<file path="src/rtl/instruction_loader_if.sv">
// Byte-stream handshake and instruction-memory write port between the boot-load
// host and the instruction loader.
interface instruction_loader_if #(
  parameter int ADDR_WIDTH = 9,
  parameter int BUS_WIDTH  = 32
);
  logic [7:0]            byte_in;
  logic                  byte_valid;
  logic                  byte_ready;
  logic [ADDR_WIDTH-1:0] write_addr;
  logic [BUS_WIDTH-1:0]  data_in;
  logic                  wr_en;

  modport master (
    output byte_in, byte_valid,
    input  byte_ready, write_addr, data_in, wr_en
  );

  modport slave (
    input  byte_in, byte_valid,
    output byte_ready, write_addr, data_in, wr_en
  );
endinterface

</file>
<file path="src/rtl/instruction_loader.sv">
// Boot loader: takes a 16-bit big-endian word count followed by big-endian 32-bit
// words over a byte handshake and writes them to instruction memory from address 0.
module instruction_loader #(
  parameter int CAPACITY   = 512,
  parameter int BUS_WIDTH  = 32,
  parameter int ADDR_WIDTH = $clog2(CAPACITY)
) (
  input  logic                  clk,
  input  logic                  rst_n,
  input  logic                  start,
  instruction_loader_if.slave   bus,
  output logic                  busy,
  output logic                  done,
  output logic                  error,
  output logic [ADDR_WIDTH:0]   word_count
);

  typedef enum logic [2:0] {IDLE, LEN_HI, LEN_LO, DATA, FLUSH} state_t;

  localparam logic [16:0] CAP = 17'(CAPACITY);

  state_t      state, state_n;
  logic [15:0] length;
  logic [15:0] len_rx;
  logic [1:0]  byte_cnt;
  logic [23:0] shift;
  logic        byte_ready;
  logic        accept;
  logic        last_word;
  logic        start_ok;

  assign bus.byte_ready = byte_ready;
  assign accept         = bus.byte_valid & byte_ready;
  assign len_rx         = {length[15:8], bus.byte_in};
  assign last_word      = (17'(word_count) + 17'd1) == {1'b0, length};
  // done is high during the first IDLE cycle; a start landing there is dropped
  assign start_ok       = start & ~done;

  always_ff @(posedge clk or negedge rst_n) begin
    if (!rst_n) state <= IDLE;
    else        state <= state_n;
  end

  always_comb begin
    state_n    = state;
    byte_ready = 1'b0;
    unique case (state)
      IDLE:   if (start_ok) state_n = LEN_HI;
      LEN_HI: begin
        byte_ready = 1'b1;
        if (bus.byte_valid) state_n = LEN_LO;
      end
      LEN_LO: begin
        byte_ready = 1'b1;
        if (bus.byte_valid) begin
          if (len_rx == 16'd0 || {1'b0, len_rx} > CAP) state_n = FLUSH;
          else                                          state_n = DATA;
        end
      end
      DATA: begin
        byte_ready = 1'b1;
        if (bus.byte_valid && byte_cnt == 2'd3 && last_word) state_n = FLUSH;
      end
      FLUSH:   state_n = IDLE;
      default: state_n = IDLE;
    endcase
  end

  always_ff @(posedge clk or negedge rst_n) begin
    if (!rst_n) begin
      length         <= '0;
      byte_cnt       <= '0;
      shift          <= '0;
      bus.write_addr <= '0;
      bus.data_in    <= '0;
      bus.wr_en      <= 1'b0;
      busy           <= 1'b0;
      done           <= 1'b0;
      error          <= 1'b0;
      word_count     <= '0;
    end else begin
      bus.wr_en <= 1'b0;
      done      <= 1'b0;
      unique case (state)
        IDLE: if (start_ok) begin
          busy       <= 1'b1;
          error      <= 1'b0;
          word_count <= '0;
        end
        LEN_HI: if (accept) length[15:8] <= bus.byte_in;
        LEN_LO: if (accept) begin
          length[7:0] <= bus.byte_in;
          byte_cnt    <= '0;
          if ({1'b0, len_rx} > CAP) error <= 1'b1;
        end
        DATA: if (accept) begin
          byte_cnt <= byte_cnt + 2'd1;
          shift    <= {shift[15:0], bus.byte_in};
          if (byte_cnt == 2'd3) begin
            bus.data_in    <= BUS_WIDTH'({shift, bus.byte_in});
            bus.write_addr <= word_count[ADDR_WIDTH-1:0];
            bus.wr_en      <= 1'b1;
            word_count     <= word_count + 1'b1;
          end
        end
        FLUSH: begin
          done <= 1'b1;
          busy <= 1'b0;
        end
        default: ;
      endcase
    end
  end

endmodule

</file>
<file path="src/flat_wrapper.sv">
// flat-port wrapper written by rule: the top's interface ports become plain ports
module instruction_loader_flat 
#(
  parameter int CAPACITY   = 512,
  parameter int BUS_WIDTH  = 32,
  parameter int ADDR_WIDTH = $clog2(CAPACITY)
)
  (clk, rst_n, start, busy, done, error, word_count, bus_byte_in, bus_byte_valid, bus_byte_ready, bus_write_addr, bus_data_in, bus_wr_en);
  instruction_loader_if #(.ADDR_WIDTH(ADDR_WIDTH), .BUS_WIDTH(BUS_WIDTH)) bus_i ();
  input  logic clk;
  input  logic rst_n;
  input  logic start;
  output logic busy;
  output logic done;
  output logic error;
  output logic [ADDR_WIDTH:0] word_count;
  input wire logic [$bits(bus_i.byte_in)-1:0] bus_byte_in;
  input wire logic [$bits(bus_i.byte_valid)-1:0] bus_byte_valid;
  output wire logic [$bits(bus_i.byte_ready)-1:0] bus_byte_ready;
  output wire logic [$bits(bus_i.write_addr)-1:0] bus_write_addr;
  output wire logic [$bits(bus_i.data_in)-1:0] bus_data_in;
  output wire logic [$bits(bus_i.wr_en)-1:0] bus_wr_en;
  assign bus_i.byte_in = bus_byte_in;
  assign bus_i.byte_valid = bus_byte_valid;
  assign bus_byte_ready = bus_i.byte_ready;
  assign bus_write_addr = bus_i.write_addr;
  assign bus_data_in = bus_i.data_in;
  assign bus_wr_en = bus_i.wr_en;
  instruction_loader #(.CAPACITY(CAPACITY), .BUS_WIDTH(BUS_WIDTH), .ADDR_WIDTH(ADDR_WIDTH)) u_core (.clk(clk), .rst_n(rst_n), .start(start), .bus(bus_i), .busy(busy), .done(done), .error(error), .word_count(word_count));
endmodule
</file>
<file path="config.mk">
export PLATFORM = sky130hd
export DESIGN_NAME = instruction_loader_flat
export DESIGN_NICKNAME = d
export VERILOG_FILES = /design/src/rtl/instruction_loader_if.sv /design/src/rtl/instruction_loader.sv /design/src/flat_wrapper.sv
export SDC_FILE = /design/constraint.sdc
export NUM_CORES = 1
export LEC_CHECK = 0
export BUFFER_PORTS_ARGS = -buffer_cell sky130_fd_sc_hd__buf_4
export CAP_MARGIN = 20
export CORE_UTILIZATION = 34
export DETAILED_ROUTE_END_ITERATION = 10
export GPL_ROUTABILITY_DRIVEN = 0
export SLEW_MARGIN = 20
export SYNTH_ARGS = -nofsm -noshare
export SYNTH_HDL_FRONTEND = slang
export SYNTH_SLANG_ARGS = --single-unit
</file>
<file path="constraint.sdc">
create_clock -name clk -period 2.7 [get_ports clk]
set_input_delay 0.81 -clock clk [delete_from_list [all_inputs] [get_ports clk]]
set_output_delay 0.81 -clock clk [all_outputs]
set_load 0.05 [all_outputs]
</file>
; ---- After elaboration in Yosys (flattened, before gate mapping)
; Cells that the tools add are included.
[word_totals]
romBits = 0
regBits = 100
word_cells = 76
output_inout_bits = 56
memories = 0
in_bits = 12
latch_bits = 0
ramBits = 0
[op_classes]
n_bitwise = 3
n_div = 0
n_eq_ne = 14
reduce_logical = 19
n_mul = 0
magnitude_cmp = 1
add_sub_neg = 3
mux = 24
n_shift = 0
[ops]
columns = op, count
row1 = $mux 10, 3
row2 = $pmux 10 s2, 1
row3 = $eq 17x16->1, 1
row4 = $gt 16x10->1 const B, 1
row5 = $logic_not 16->1, 1
row6 = $mux 3, 5
row7 = $ne 2x1->1 const B, 6
row8 = $pmux 3 s4, 1
row9 = $reduce_and 4->1, 3
row10 = $add 10x1->11 const B, 1
row11 = $add 10x1->10 const B, 1
row12 = $mux 1, 9
row13 = $reduce_and 2->1, 4
row14 = $reduce_bool 2->1, 4
row15 = $eq 3x2->1 const B, 2
row16 = $reduce_and 3->1, 2
row17 = $mux 2, 2
row18 = $ne 2x2->1 const B, 2
row19 = $pmux 1 s2, 2
row20 = $pmux 2 s2, 1
row21 = $eq 3x1->1 const B, 1
row22 = $eq 3x3->1 const B, 1
row23 = $logic_not 3->1, 1
row24 = $reduce_or 3->1, 1
row25 = other kinds (6), 8

; ---- Depth between registers and ports, before layout
; Gate-level depths: netlist of the first run.
[depth]
ltp_word = 6
ltp_mapped = 8
ltp_nobuf = 7

; ---- Worst setup path before layout of the first run
; OpenSTA, ideal clock, no wires.
[synth_path]
path_kind = flip-flop to flip-flop
from = register u_core.word_count[1]
to = register u_core.state[0]
required_time_ns = 2.580
arrival_ns = 2.549
period_less_slack_ns = 2.669
path_slack_ns = 0.031
setup_time_ns = 0.120
path_buffers = 1
stages_incl_launch_ff = 9
path_cell_list = dfrtp_1 ha_1 buf_6 nand2b_4 o211ai_2 or3b_1 a2111o_1 a2111o_1 o211a_1
[synth_between]
elab_chain_cells = 5
[synth_rtl]
columns = item, line_no
row1 = "start, declared", instruction_loader.sv:15  ; output logic [ADDR_WIDTH:0] word_count
row2 = "start signal, assigned", instruction_loader.sv:103  ; word_count <= word_count + 1'b1;
row3 = $add 10x1->11, instruction_loader.sv:35  ; assign last_word = (17'(word_count) + 17'd1) == {1'b0, length};
row4 = $eq 17x16->1, instruction_loader.sv:35
row5 = $logic_and 1x1->1, instruction_loader.sv:62  ; if (bus.byte_valid && byte_cnt == 2'd3 && last_word) state_n = FLUSH;
row6 = $ne 2x1->1 (no source line), n/a
row7 = $reduce_and 4->1 (no source line), n/a
row8 = "end signal, assigned", instruction_loader.sv:41  ; else state <= state_n;
row9 = "end, declared", instruction_loader.sv:22  ; state_t state, state_n;
; Every way passes these cells.
; A chain may end at the register's enable or synchronous reset.

; ---- Worst setup path after layout of the first run
[layout_path]
from = register u_core.word_count[0]
to = register u_core.state[0]
; Same word-level chain as after synthesis.

==> results of run 1 <==
[registers in the layout (all words and copies together), names as in the netlist]
register,flops
u_core.busy,1
u_core.bus.wr_en,1
u_core.length,16
u_core.done,1
u_core.error,1
u_core.byte_cnt,2
u_core.shift,24
u_core.bus.data_in,32
u_core.word_count,10
u_core.bus.write_addr,9
u_core.state,3
[power by group through the flow]
| stage | sequential [W] | clock [W] | combinational (W) |
|---|---|---|---|
| after floorplan | 0.00232 | 0 | 0.000793 |
| after global placement | 0.00223 | 0 | 0.00126 |
| after detailed placement | 0.00225 | 0 | 0.00129 |
| after CTS | 0.00223 | 0.00143 | 0.00129 |
| after global routing | 0.00229 | 0.00147 | 0.00140 |
| final | 0.00222 | 0.00138 | 0.00128 |
[worst max-delay path, cell delays in order, from the launching register on]
cell and delay, ps:
sky130_fd_sc_hd__dfrtp_1 360, sky130_fd_sc_hd__ha_1 370, sky130_fd_sc_hd__nand2b_4 210, sky130_fd_sc_hd__a21oi_1 60, sky130_fd_sc_hd__or3b_1 370, sky130_fd_sc_hd__a2111o_1 410
sky130_fd_sc_hd__a2111o_1 390, sky130_fd_sc_hd__o211a_1 230
[layout by cell type (no fill, tap or decap), types with 3 or more instances in the layout]
master,count
sky130_fd_sc_hd__nor2b_1,3
sky130_fd_sc_hd__clkinv_8,3
sky130_fd_sc_hd__mux2_2,40
sky130_fd_sc_hd__xnor2_1,5
sky130_fd_sc_hd__nor3_1,3
sky130_fd_sc_hd__a21oi_1,5
sky130_fd_sc_hd__xor2_1,4
sky130_fd_sc_hd__nor2_1,12
sky130_fd_sc_hd__nand2_1,144
sky130_fd_sc_hd__nand3_1,7
sky130_fd_sc_hd__buf_4,79
sky130_fd_sc_hd__a2111o_1,3
sky130_fd_sc_hd__nand4_1,5
sky130_fd_sc_hd__dfrtp_1,100
sky130_fd_sc_hd__o31ai_1,7
sky130_fd_sc_hd__inv_1,9
sky130_fd_sc_hd__clkbuf_16,9
sky130_fd_sc_hd__o21ai_0,20
[routing by layer]
layer / routed length, um / global-route usage / up-vias
met3: 394 / 0.0319 / 10
met2: 4790 / 0.262 / 72
li1: - / - / 1590
met4: 164 / 0.0650 / 0
met1: 4560 / 0.218 / 1586
met5: 0 / 0 / -
[area by class of cell]
type / instances / area, um2
sequential: 100 / 2500
clock inverter: 7 / 105
tap: 172 / 215
fill: 1258 / 7140
clock buffer: 9 / 225
multi-input combinational: 296 / 1760
timing repair buffer: 81 / 633
inverter: 10 / 37.5
[worst min path at each step]
stage	end	slack, ps	cells after the start
2_1_floorplan	u_core.bus.data_in[24]	430	2
3_3_place_gp	u_core.bus.data_in[28]	450	2
3_5_place_dp	u_core.bus.data_in[31]	450	2
4_1_cts	u_core.bus.data_in[31]	470	2
5_1_grt	u_core.bus.data_in[31]	500	2
6_report	u_core.bus.data_in[31]	460	2
[per-stage QoR]
step	instance area [um2]	hold WS (ps)	util
floorplan	4400	433	-
global placement	5150	448	0.408
detailed placement	5150	452	0.408
CTS	5480	470	0.434
global route	5480	499	0.434
finish	5480	465	0.434
[logic make-up (layout without fill, tap and decap cells)]
kind of cell,Yosys count,in the layout,share of synthesized area
flip-flops,100,100,0.568
adder cells (fa/ha/maj),2,2,0.00568
AND/OR/NAND/NOR,191,191,0.188
XOR/XNOR,9,9,0.0179
buffers and inverters,33,107,0.0324
multiplexers,42,42,0.107
AO/OA/AOI/OAI,52,52,0.0807
==> impl_metrics.ini, run 1 <==
[status]
status = finished clean

[timing]
layout_worst_path_cycle_share = 0.931
unrepaired_setup_endpoints_after_global_routing = false
timing_max_transition_violations_final = 0
timing_hold_violations_final = 0
worst-slew-pin-transition_ps = 638
final.setup.worst_slack_ps = 187
finalClockSkew_ps = 10.6
report.final.setup_viol = 0
max_freq_ghz = 0.398
timing.final.crit_period_ps = 2510
tns_ps = 0
max-slew-margin-rel = 0.575

[floorplanning]
dieArea_um2 = 13400
std_cell_rows = 41
floorplan.die.height_um = 116
initial_utilization = 0.349
die_w_um = 116
io-pin-count = 68
core_area_um2 = 12600

[logic_synthesis]
syn-instance-count = 429
synthesis.area_um2 = 4400
netlist.top_cell.by_area = sky130_fd_sc_hd__dfrtp_1
synthesis.yosys.warnings = 0
number_of_flops_mapped_to_enable_cells_by_yosys = 0
synth_top_cell_area_share = 0.568
yosysMostFrequentCell = sky130_fd_sc_hd__nand2_1
main_area_contributors_after_synthesis = sky130_fd_sc_hd__dfrtp_1 (57%), sky130_fd_sc_hd__nand2_1 (12%), sky130_fd_sc_hd__mux2_2 (10%)
avgSynthCellArea_um2 = 10.3
yosys-top-cells-count = sky130_fd_sc_hd__nand2_1 (144), sky130_fd_sc_hd__dfrtp_1 (100), sky130_fd_sc_hd__mux2_2 (40)
syn-num-nets = 443
unique_masters_post_synth = 48
yosys_register_bits = 100
seq_area_frac_synth = 0.568
synthArstFlopShare = 1.00
yosys_most_used_dff = sky130_fd_sc_hd__dfrtp_1

[worst_hold_path]
hold_path_class = reg2reg
worst_hold_startpoint = u_core.shift[23]

[layout]
area_growth_syn_to_layout_pct = 24.4
num-nets-final = 512
final_layout_size_suffix_gt1_frac = 0.284
finalNonFillerCells = 675
num_antenna_cells = 0

[worst_setup_path]
minimum_setup_slack_among_reg_to_reg_paths_ps = 190
ff2ff_path_depth = 7
endpoint_kind = flip-flop
cp-startpoint = u_core.word_count[0]
critical_path_required_ps = 2940
timing.rr.start = u_core.word_count[0]
setup.worst_path.class = reg2reg
critPathMaxFanout = 9
setup.worst_path.end = u_core.state[0]
critPathLaunchType = flip-flop
r2r-end = u_core.state[0]
worstPathArrival_ps = 2750

[pwr]
power-per-cell-area_nw_per_um2 = 891
power_report.internal_total_w = 0.00323
leakagePower_nw = 2.71
clock_power_share = 0.282
switching_share = 0.338
power.ir.vdd_worst_uv = 420
power.combinational.fraction = 0.262
totalPowerFinal_w = 0.00488
share_seq_of_total_power = 0.456
netSwitchingPower_w = 0.00165

[grt]
overall_global_routing_usage = 0.163
antenna_found_initial = 0
first_global_vias = 3272
grt_overflow_total = 0
largest_net_degree_at_the_start_of_global_routing = 59
grt_first_pass_wirelength_mm = 16.7

[clock_tree]
root_buffer = sky130_fd_sc_hd__clkbuf_16
cts_buffers = 9
cts.sink_count = 100
insertion_delay_ps = 350
clk_path_buf_depth = 2
cts-resized-gates = 0
worst_setup_hold_path_clk_slew_ps = 70
cts_htree_levels = 3
postCtsSetupBuffers = 0
clock_tree_from_tritoncts = yes
cts_hold_buffers = 0

[drt]
drt_wl_total_mm = 9.91
remaining_drc_errors = 0
first_iter_violations = 199
route.vias.total = 3258
antenna_left = 0
post_drt_via_cell_ratio = 4.83
dr.pass1.iters = 4
drt-wirelength-per-cell_um = 14.7

[place]
io_buffers = 67
dp_hpwl_mm = 6.79
dp_cells = 659
preCtsSetupSlack_ps = 217

[flow_run]
max_cap_violations = 0
Power figures use the tool's default switching activity.
==> inputs of run 2 (changes only) <==
ABC_AREA = 1   (was unset)
==> run 2 against run 1 <==
Effect of this change: combinational power increased by 70%; synthesized cell count increased by 19%; sequential share of layout area increased by 0.81 points; utilization decreased by 0.58 points; die area decreased by 0.51%; hold slack got worse by 200 ps; register-to-register slack improved by 300 ps; fmax increased by 13%; total power increased by 19%; routed wire length increased by 1.2%; first-iteration DRC count decreased by 2.5%; critical endpoint unchanged; largest cell class unchanged.
==> impl_metrics.ini, run 2 <==
[layout]
area_growth_syn_to_layout_pct = 22.8
final_area_um2 = 5380
num-nets-final = 595
multi_input_comb_area_um2 = 1510
layout.cells.most_common_list = sky130_fd_sc_hd__nand2_1 (151), sky130_fd_sc_hd__dfrtp_1 (100), sky130_fd_sc_hd__inv_1 (72), sky130_fd_sc_hd__buf_4 (72), sky130_fd_sc_hd__o21ai_0 (55)
most_common_library_cell_in_the_layout_ignoring_fill_and_taps = sky130_fd_sc_hd__nand2_1
num_antenna_cells = 0
fillers = 1256
final_layout_size_suffix_gt1_frac = 0.176
largest-register = u_core.bus.data_in
max_ffs_per_register = 32
register_area_um2 = 2500
biggestRegsByFlops = u_core.bus.data_in x32, u_core.shift x24, u_core.length x16

[floorplanning]
initial_utilization = 0.349
core_area_um2 = 12600
std_cell_rows = 41
dieArea_um2 = 13300
die_w_um = 116
floorplan.die.height_um = 116
io-pin-count = 68

[worst_setup_path]
worstPathArrival_ps = 2450
critical_path_required_ps = 2930
critPathMaxFanout = 7
critPathLaunchType = flip-flop
cp_top_family = simple AND/OR/NAND/NOR gates
critical-path-slowest-cell = sky130_fd_sc_hd__dfrtp_1
worst_path_cell_trace = ha_1 -> nand2_1 -> nor2_1 -> nand2_1 -> nand3_1 -> nand3_1 -> nor2_1 -> nand4_1 -> o21bai_2 -> nand2_1 -> nand2_1 -> nand2_1
timing.critical_path.mode_cell = sky130_fd_sc_hd__nand2_1
worstPathBufferInverterCount = 0
slowest_delay_ps = 490
setup.worst_path.class = reg2reg
endpoint_kind = flip-flop

[pwr]
power-per-cell-area_nw_per_um2 = 1080
power.ir.vdd_worst_uv = 510
clock_power_share = 0.226
power_report.internal_total_w = 0.00345
share_seq_of_total_power = 0.399
switching_share = 0.407
power.combinational.fraction = 0.375
leakagePower_nw = 2.69
netSwitchingPower_w = 0.00237

[clock_tree]
insertion_delay_ps = 340
cts_buffers = 9
cts.sink_count = 100
clock_tree_from_tritoncts = yes
root_buffer = sky130_fd_sc_hd__clkbuf_16
cts_htree_levels = 3
postCtsSetupBuffers = 0
worst_setup_hold_path_clk_slew_ps = 70
cts-resized-gates = 0
cts_hold_buffers = 0
clk_path_buf_depth = 2

[status]
status = finished clean

[logic_synthesis]
avgSynthCellArea_um2 = 8.56
yosys-top-cells-count = sky130_fd_sc_hd__nand2_1 (151), sky130_fd_sc_hd__dfrtp_1 (100), sky130_fd_sc_hd__inv_1 (72)
syn-instance-count = 512
synthesis.yosys.warnings = 0
yosys_most_used_dff = sky130_fd_sc_hd__dfrtp_1
main_area_contributors_after_synthesis = sky130_fd_sc_hd__dfrtp_1 (57%), sky130_fd_sc_hd__nand2_1 (13%), sky130_fd_sc_hd__o21ai_0 (6.3%)
seq_area_frac_synth = 0.571
netlist.top_cell.by_area = sky130_fd_sc_hd__dfrtp_1
syn-num-nets = 526
number_of_flops_mapped_to_enable_cells_by_yosys = 0
synth_top_cell_area_share = 0.571
yosys_register_bits = 100
synthesis.area_um2 = 4380
synthArstFlopShare = 1.00
yosysMostFrequentCell = sky130_fd_sc_hd__nand2_1
unique_masters_post_synth = 27

[grt]
grt_overflow_total = 0
largest_net_degree_at_the_start_of_global_routing = 61
overall_global_routing_usage = 0.162
grt_first_pass_wirelength_mm = 16.6
first_global_vias = 3355
antenna_found_initial = 0

[timing]
layout_worst_path_cycle_share = 0.820
report.final.setup_viol = 0
timing_hold_violations_final = 0
timing_max_transition_violations_final = 0
max_freq_ghz = 0.451
worst-slew-pin-transition_ps = 709
tns_ps = 0
max-slew-margin-rel = 0.525
timing.final.crit_period_ps = 2210
unrepaired_setup_endpoints_after_global_routing = false
finalClockSkew_ps = 7.05

[drt]
dr.pass1.iters = 6
topRoutingLayerUsed = met4
routed-wl-met3_um = 374
drt_wl_total_mm = 10.0
drt-wirelength-per-cell_um = 13.2
route.vias.total = 3474
met2_wirelength_mm = 4.67
detail_route.wirelength.met1_mm = 4.81
remaining_drc_errors = 0
post_drt_via_cell_ratio = 4.58
antenna_left = 0
first_iter_violations = 194

[place]
dp_hpwl_mm = 7.41
post_dp_cell_area_um2 = 5080
io_buffers = 67

[worst_hold_path]
hold_path_class = in2async

[flow_run]
max_cap_violations = 0
## run 2: cell types whose count changed in the layout (fill, tap and decap cells not counted), moves of 7 or more
cell	delta
sky130_fd_sc_hd__o21ai_1	+31
sky130_fd_sc_hd__mux2_2	-40
sky130_fd_sc_hd__inv_1	+63
sky130_fd_sc_hd__o21ai_0	+35
sky130_fd_sc_hd__nand3_1	+22
sky130_fd_sc_hd__buf_4	-7
sky130_fd_sc_hd__nand2_1	+7
sky130_fd_sc_hd__o31ai_1	-7
sky130_fd_sc_hd__nor2_1	+13
## run 2: worst paths after layout
path | startpoint | to | slack [ps] | cells past startpoint
setup / recovery | u_core.word_count[0] | u_core.state[0] | 490 | 12
hold / removal | rst_n | u_core.busy | 270 | 1
max in group asynchronous | rst_n | u_core.bus.data_in[7] | 1780 | 2
setup reg to reg | u_core.word_count[0] | u_core.state[0] | 490 | 12
hold reg to reg | u_core.shift[5] | u_core.shift[13] | 480 | 2
min in group clk | u_core.shift[5] | u_core.shift[13] | 480 | 2
## run 2: layout make-up
cell class | instances | area share
Inverter | 77 | 0.0542
Tap cell | 172 | 0.0400
Clock buffer | 13 | 0.0483
Sequential cell | 100 | 0.465
Clock inverter | 3 | 0.00814
Timing Repair Buffer | 73 | 0.104
Multi-Input combinational cell | 320 | 0.280
## run 2: per-stage QoR
step / total power [W] / setup WS, ps / utilization / hold slack (ps) / std cells
CTS: 0.00588 / 488 / 0.428 / 264 / 758
global placement: 0.00449 / 552 / 0.404 / 460 / 742
detailed placement: 0.00455 / 505 / 0.404 / 467 / 742
finish: 0.00581 / 485 / 0.428 / 268 / 758
global route: 0.00619 / 205 / 0.428 / 265 / 758
floorplan: 0.00385 / 550 / - / 450 / 512
## run 2: power groups by stage
stage	clock, W	combinational, W	sequential [W]
after global placement	0	0.00216	0.00234
final	0.00132	0.00218	0.00232
after detailed placement	0	0.00220	0.00235
after floorplan	0	0.000876	0.00297
after global routing	0.00141	0.00240	0.00238
after CTS	0.00135	0.00221	0.00232
## run 2: cell families after synthesis
family | synth area share
AO/OA/AOI/OAI | 0.132
XOR/XNOR | 0.00200
adder cells (fa/ha/maj) | 0.00571
buffers and inverters | 0.0845
flip-flops | 0.571
AND/OR/NAND/NOR | 0.204
## run 2: per-layer routing
| metal | vias up | track usage |
|---|---|---|
| met3 | 12 | 0.0246 |
| met4 | 0 | 0.0701 |
| met1 | 1622 | 0.217 |
| li1 | 1751 | - |
| met5 | - | 0 |
| met2 | 89 | 0.259 |
